`src/rtl/gf_merge_pkg.sv`:
```
// Shared definitions for the 4/5-from-5/5 fit merge block.
//   merge_state_e : FSM encoding (IDLE outside a group, GROUP while collecting)
//   SEL_FIRST     : expansion index that opens a group
//   SEL_LAST      : expansion index that closes a group
//   DROP_NONE     : drop-layer tag used for words that are not merged results
package gf_merge_pkg;

    typedef enum logic {
        IDLE  = 1'b0,
        GROUP = 1'b1
    } merge_state_e;

    localparam logic [2:0] SEL_FIRST = 3'd1;
    localparam logic [2:0] SEL_LAST  = 3'd5;
    localparam logic [2:0] DROP_NONE = 3'd0;

endpackage

```
`src/rtl/chi2_best_keeper.sv`:
```
// Holds the best (lowest chi2) fit seen so far within one expansion group.
//   clock, reset      : clock and synchronous active-high reset
//   load              : start a new group with the presented fit
//   update            : candidate fit of the current group, kept if strictly better
//   chi2/payload/sel  : presented fit
//   best_*_next       : best fit including the presented one (what the
//                       registers will hold after this edge); lets the parent
//                       emit the winner in the same cycle the last fit is read
module chi2_best_keeper #(
    parameter int CHI2_W    = 16,
    parameter int PAYLOAD_W = 96
) (
    input  logic                 clock,
    input  logic                 reset,
    input  logic                 load,
    input  logic                 update,
    input  logic [CHI2_W-1:0]    chi2,
    input  logic [PAYLOAD_W-1:0] payload,
    input  logic [2:0]           sel,
    output logic [CHI2_W-1:0]    best_chi2_next,
    output logic [PAYLOAD_W-1:0] best_payload_next,
    output logic [2:0]           best_sel_next
);

    logic [CHI2_W-1:0]    best_chi2_r;
    logic [PAYLOAD_W-1:0] best_payload_r;
    logic [2:0]           best_sel_r;

    // Select the next best: load wins, else strict-less replace (ties keep the earlier fit)
    always_comb begin
        best_chi2_next    = best_chi2_r;
        best_payload_next = best_payload_r;
        best_sel_next     = best_sel_r;
        if (load || (update && (chi2 < best_chi2_r))) begin
            best_chi2_next    = chi2;
            best_payload_next = payload;
            best_sel_next     = sel;
        end else begin
            best_chi2_next    = best_chi2_r;
            best_payload_next = best_payload_r;
            best_sel_next     = best_sel_r;
        end
    end

    // Best-fit registers
    always_ff @(posedge clock) begin
        if (reset) begin
            best_chi2_r    <= {CHI2_W{1'b0}};
            best_payload_r <= {PAYLOAD_W{1'b0}};
            best_sel_r     <= 3'd0;
        end else begin
            best_chi2_r    <= best_chi2_next;
            best_payload_r <= best_payload_next;
            best_sel_r     <= best_sel_next;
        end
    end

endmodule

```
`src/rtl/fit_45_to_55_merge.sv`:
```
// Collapses groups of five expanded 4/5 fits (sel 1..5) back into one 5/5
// result carrying the lowest-chi2 fit and its dropped layer; genuine 4/5 fits
// and end-event words pass straight through, order preserved.
//   clock, reset        : clock, synchronous active-high reset
//   fifo_fit_*          : first-word-fall-through fit FIFO read side
//   out_hfull           : output FIFO half-full (gates reads only)
//   out_*               : registered output FIFO write side
//   seq_error/err_count : grouping-violation pulse and saturating counter
module fit_45_to_55_merge
    import gf_merge_pkg::*;
#(
    parameter int CHI2_W    = 16,
    parameter int PAYLOAD_W = 96,
    parameter int ERRCNT_W  = 16
) (
    input  logic                 clock,
    input  logic                 reset,
    input  logic                 fifo_fit_empty,
    input  logic [CHI2_W-1:0]    fifo_fit_chi2,
    input  logic [PAYLOAD_W-1:0] fifo_fit_payload,
    input  logic [2:0]           fifo_fit_sel,
    input  logic                 fifo_fit_from55,
    input  logic                 fifo_fit_ee,
    output logic                 fifo_fit_re,
    input  logic                 out_hfull,
    output logic                 out_we,
    output logic [CHI2_W-1:0]    out_chi2,
    output logic [PAYLOAD_W-1:0] out_payload,
    output logic [2:0]           out_drop_layer,
    output logic                 out_merged,
    output logic                 out_ee,
    output logic                 seq_error,
    output logic [ERRCNT_W-1:0]  err_count
);

    merge_state_e         state_r, state_s;
    logic [2:0]           exp_sel_r, exp_sel_s;
    logic                 rd_s, load_s, update_s;
    logic                 we_s, merged_s, ee_s, serr_s;
    logic [CHI2_W-1:0]    chi2_s, best_chi2_s;
    logic [PAYLOAD_W-1:0] payload_s, best_payload_s;
    logic [2:0]           drop_s, best_sel_s;
    logic [ERRCNT_W-1:0]  err_count_r;

    assign rd_s        = ~fifo_fit_empty & ~out_hfull;
    assign fifo_fit_re = rd_s;
    assign err_count   = err_count_r;

    chi2_best_keeper #(
        .CHI2_W    (CHI2_W),
        .PAYLOAD_W (PAYLOAD_W)
    ) u_keeper (
        .clock             (clock),
        .reset             (reset),
        .load              (load_s),
        .update            (update_s),
        .chi2              (fifo_fit_chi2),
        .payload           (fifo_fit_payload),
        .sel               (fifo_fit_sel),
        .best_chi2_next    (best_chi2_s),
        .best_payload_next (best_payload_s),
        .best_sel_next     (best_sel_s)
    );

    // Next-state, keeper control and next output word
    always_comb begin
        state_s   = state_r;
        exp_sel_s = exp_sel_r;
        load_s    = 1'b0;
        update_s  = 1'b0;
        we_s      = 1'b0;
        chi2_s    = {CHI2_W{1'b0}};
        payload_s = {PAYLOAD_W{1'b0}};
        drop_s    = DROP_NONE;
        merged_s  = 1'b0;
        ee_s      = 1'b0;
        serr_s    = 1'b0;
        if (rd_s) begin
            case (state_r)
                IDLE: begin
                    if (fifo_fit_ee || !fifo_fit_from55) begin
                        we_s      = 1'b1;
                        chi2_s    = fifo_fit_chi2;
                        payload_s = fifo_fit_payload;
                        ee_s      = fifo_fit_ee;
                    end else if (fifo_fit_sel == SEL_FIRST) begin
                        load_s    = 1'b1;
                        exp_sel_s = SEL_FIRST + 3'd1;
                        state_s   = GROUP;
                    end else begin
                        serr_s    = 1'b1;
                    end
                end
                GROUP: begin
                    if (fifo_fit_ee || !fifo_fit_from55) begin
                        // Group broken by a non-expanded word: drop group, keep word
                        serr_s    = 1'b1;
                        we_s      = 1'b1;
                        chi2_s    = fifo_fit_chi2;
                        payload_s = fifo_fit_payload;
                        ee_s      = fifo_fit_ee;
                        exp_sel_s = SEL_FIRST;
                        state_s   = IDLE;
                    end else if (fifo_fit_sel == exp_sel_r) begin
                        update_s = 1'b1;
                        if (fifo_fit_sel == SEL_LAST) begin
                            we_s      = 1'b1;
                            chi2_s    = best_chi2_s;
                            payload_s = best_payload_s;
                            drop_s    = best_sel_s;
                            merged_s  = 1'b1;
                            exp_sel_s = SEL_FIRST;
                            state_s   = IDLE;
                        end else begin
                            exp_sel_s = exp_sel_r + 3'd1;
                        end
                    end else if (fifo_fit_sel == SEL_FIRST) begin
                        // Out of order, but this word can open a fresh group
                        serr_s    = 1'b1;
                        load_s    = 1'b1;
                        exp_sel_s = SEL_FIRST + 3'd1;
                    end else begin
                        serr_s    = 1'b1;
                        exp_sel_s = SEL_FIRST;
                        state_s   = IDLE;
                    end
                end
                default: begin
                    exp_sel_s = SEL_FIRST;
                    state_s   = IDLE;
                end
            endcase
        end else begin
            state_s   = state_r;
            exp_sel_s = exp_sel_r;
        end
    end

    // FSM state and expected-index registers
    always_ff @(posedge clock) begin
        if (reset) begin
            state_r   <= IDLE;
            exp_sel_r <= SEL_FIRST;
        end else begin
            state_r   <= state_s;
            exp_sel_r <= exp_sel_s;
        end
    end

    // Registered output word, error pulse and saturating error counter
    always_ff @(posedge clock) begin
        if (reset) begin
            out_we         <= 1'b0;
            out_chi2       <= {CHI2_W{1'b0}};
            out_payload    <= {PAYLOAD_W{1'b0}};
            out_drop_layer <= DROP_NONE;
            out_merged     <= 1'b0;
            out_ee         <= 1'b0;
            seq_error      <= 1'b0;
            err_count_r    <= {ERRCNT_W{1'b0}};
        end else begin
            out_we         <= we_s;
            out_chi2       <= chi2_s;
            out_payload    <= payload_s;
            out_drop_layer <= drop_s;
            out_merged     <= merged_s;
            out_ee         <= ee_s;
            seq_error      <= serr_s;
            if (serr_s && (err_count_r != {ERRCNT_W{1'b1}})) begin
                err_count_r <= err_count_r + {{(ERRCNT_W-1){1'b0}}, 1'b1};
            end else begin
                err_count_r <= err_count_r;
            end
        end
    end

endmodule

```
`config.mk`:
```
export PLATFORM = sky130hd
export DESIGN_NAME = fit_45_to_55_merge
export DESIGN_NICKNAME = d
export VERILOG_FILES = /design/src/rtl/gf_merge_pkg.sv /design/src/rtl/chi2_best_keeper.sv /design/src/rtl/fit_45_to_55_merge.sv
export SDC_FILE = /design/constraint.sdc
export NUM_CORES = 1
export LEC_CHECK = 0
export ABC_CLOCK_PERIOD_IN_PS = 3240
export CAP_MARGIN = 5
export CORE_MARGIN = 1
export CORE_UTILIZATION = 30
export DETAILED_ROUTE_END_ITERATION = 8
export GPL_TIMING_DRIVEN = 1
export SLEW_MARGIN = 10
export SYNTH_ARGS = -nofsm -noshare
export SYNTH_HDL_FRONTEND = slang
export SYNTH_SLANG_ARGS = --single-unit
```
`constraint.sdc`:
```
create_clock -name clock -period 3.24 [get_ports clock]
set_input_delay 0.648 -clock clock [delete_from_list [all_inputs] [get_ports clock]]
set_output_delay 0.648 -clock clock [all_outputs]
set_load 0.02 [all_outputs]
```
==> results.py <==
metrics = {
    "clock_network": {
        "cts_sinks": 254,
        "clkLatencyLatePin_ns": 0.54,
        "cts_resized": 0,
        "cts_setup_buffers": 0,
        "clk_pin_slew_ns": 0.06,
        "hold_buffers": 0,
        "clockBufferDepth": 3,
        "htreeDepth": 1,
        "cts_made_buffers": 29,
        "root_buffer": "clkbuf_16",
        "cts_tree": "done",
    },
    "timing": {
        "fin_crit_ns": 2.85,
        "final-setup-viol-count": 0,
        "maxSlewHeadroom": 0.289,
        "drv_slew": 0,
        "final_hold_viol_count": 0,
        "worst_slew_pin_slew_ns": 1.07,
        "finalClockSkew_ns": 0.0140,
        "fmax_mhz": 351,
        "whs_ns": 0.466,
        "grt_setup_unrepaired": "false",
        "finalCritPeriodShare": 0.880,
    },
    "global_route": {
        "track_usage": 0.143,
        "antenna_found_initial": 0,
        "overflow": 0,
        "grt_max_degree": 144,
        "grt_pass1_vias": 7649,
        "grt_pass1_wl_um": 40000,
    },
    "finish": {
        "drive_gt1_frac": 0.0707,
        "nets": 1346,
        "fin_util": 0.429,
        "syn2layout_area_growth_pct": 41.2,
    },
    "die": {
        "fp.dieH_um": 186,
        "die_w_um": 186,
        "fp.dieArea_um2": 34600,
        "start_util": 0.304,
        "rows": 67,
        "core_um2": 33400,
        "ios": 257,
    },
    "detailed_routing": {
        "ant_nets": 0,
        "viasPerCell": 4.58,
        "avgRoutedWirePerCell_um": 15.2,
        "met2_wirelength_um": 11400,
        "vias": 7689,
        "drtIter0Drc": 378,
        "top_layer_used": "met4",
        "first_pass_iters": 4,
        "wl_met3_um": 1680,
        "wl_met1_um": 11900,
        "drc_errors": 0,
        "wirelength_um": 25500,
    },
    "pwr": {
        "seqPwrFrac": 0.449,
        "p_leak_nw": 5.93,
        "sw_frac_of_total": 0.218,
        "internal_power_mw": 5.54,
        "p_clk_frac": 0.475,
        "power_switching_mw": 1.54,
        "comb_power_share": 0.076,
        "vdd_drop_max_mv": 0.357,
        "power.density_nw_per_um2": 493,
    },
    "yosys": {
        "avgSynthCellArea_um2": 10.6,
        "ys_types": 45,
        "ys.flop_type": "dfxtp_1",
        "seq_area_frac_synth": 0.500,
        "synth.yosys.warnings": 0,
        "synth_area_um2": 10200,
        "ys_ff_latch": 254,
        "synth_edf_count": 0,
        "async_flop_share": 0,
        "synthesis.instances": 957,
        "syn-num-nets": 1095,
    },
    "place": {
        "portBuffers": 256,
        "gp_congestion": 0.771,
        "dpl.hpwl_um": 17000,
    },
    "min_path": {
        "hp-class": "reg -> reg",
        "min_path_cells": 1,
    },
    "critical_path": {
        "reg2reg_depth": 10,
        "crit_path_start_kind": "input port",
        "critPathKind": "in -> out",
        "arrival_ns": 2.20,
        "path_max_fanout": 6,
        "required_ns": 2.59,
        "cp-end-kind": "output port",
    },
    "flow_run": {
        "maxCapViolCount": 0,
    },
    "status": {
        "status": "finished clean",
    },
}
worst paths after layout:
kind | slack [ns] | endpoint | start
max reg2reg | 0.67 | u_keeper.best_payload_r[94] | u_keeper.best_chi2_r[15]
min reg2reg | 0.47 | out_payload[62] | u_keeper.best_payload_r[62]
min | 0.47 | out_payload[62] | u_keeper.best_payload_r[62]
max | 0.39 | fifo_fit_re | out_hfull
power groups by stage:
| stage | clock (mW) | sequential [mW] | combinational (mW) |
|---|---|---|---|
| 2_1_floorplan | 0 | 3.29 | 0.199 |
| 3_3_place_gp | 0 | 3.25 | 0.540 |
| 3_5_place_dp | 0 | 3.25 | 0.543 |
| 4_1_cts | 3.49 | 3.18 | 0.546 |
| 5_1_grt | 3.61 | 3.18 | 0.585 |
| 6_report | 3.37 | 3.18 | 0.540 |
through the flow:
stage | TNS, ns | setup WS (ns) | power, mW | area [um2] | cells
global route | 0 | 0.334 | 7.38 | 14400 | 1679
CTS | 0 | 0.397 | 7.21 | 14400 | 1679
global placement | -1.02 | -0.0309 | 3.79 | 13400 | 1625
detailed placement | -6.46 | -0.103 | 3.79 | 13400 | 1625
floorplan | 0 | 0.592 | 3.49 | 10200 | 957
finish | 0 | 0.390 | 7.09 | 14400 | 1680
layer usage:
| layer | global-route usage | vias up |
|---|---|---|
| met5 | 0 | - |
| met3 | 0.0364 | 40 |
| met4 | 0.0426 | 0 |
| met2 | 0.229 | 202 |
| li1 | - | 3811 |
| met1 | 0.189 | 3636 |
synthesized netlist by cell type (4+ instances only):
cell      number  share of area
dfxtp_1      254           0.50
nand2b_1     233           0.14
mux2i_1      115           0.11
a22o_1       112          0.096
clkbuf_1      31          0.011
nor2_1        30          0.011
inv_1         20         0.0074
buf_4         19          0.014
ha_1          17          0.021
buf_2         16         0.0079
a21oi_1       12         0.0059
nand2_1       12         0.0044
xnor2_1        9         0.0078
nand4_1        8         0.0049
nand3_1        6         0.0030
nor3_1         6         0.0030
xor2_1         6         0.0052
nor4_1         5         0.0031
o211ai_1       4         0.0030
or3_1          4         0.0025
cell usage in the layout (no fill, tap or decap), types with 7 or more instances in the layout:
cell and count:
inv_1 20, a22o_1 112, clkbuf_16 29, buf_4 19, nand4_1 8, clkbuf_1 7, nand2_1 12, xnor2_1 9
clkbuf_8 8, dfxtp_1 254, ha_1 17, a21oi_1 12, clkdlybuf4s50_1 255, mux2i_1 115, buf_12 14, nor2_1 30
nand2b_1 233
cells by family after synthesis:
kind of cell,Yosys count,synth area share
buffers and inverters,89,0.0440
AOI/OAI and AO/OA,151,0.125
DFF,254,0.500
and+or+nand+nor,316,0.184
adders and majority gates,17,0.0209
muxes,115,0.113
xor gates and xnor gates,15,0.0129
final cells by class:
| class | instances | area, um2 |
|---|---|---|
| fill | 3169 | 19100 |
| sequential | 254 | 5080 |
| clock inverter | 10 | 135 |
| tap | 448 | 561 |
| clock buffer | 44 | 862 |
| timing repair buffer | 289 | 2990 |
| antenna | 1 | 2.50 |
| inverter | 20 | 75.1 |
| multi-input combinational | 614 | 4650 |
sequential cells by signal (all words and copies together), names as in the netlist:
name                     cells
out_payload                 96
u_keeper.best_payload_r     96
err_count                   16
out_chi2                    16
u_keeper.best_chi2_r        16
exp_sel_r                    3
out_drop_layer               3
u_keeper.best_sel_r          3
out_ee                       1
out_merged                   1
out_we                       1
seq_error                    1
state_r                      1
worst max-delay path: stages:
cell             delay (ns)
clkdlybuf4s50_1        0.45
or2_1                  0.25
inv_1                  0.17
clkdlybuf4s50_1        0.69
No activity file was read; power rests on OpenSTA's default activity.
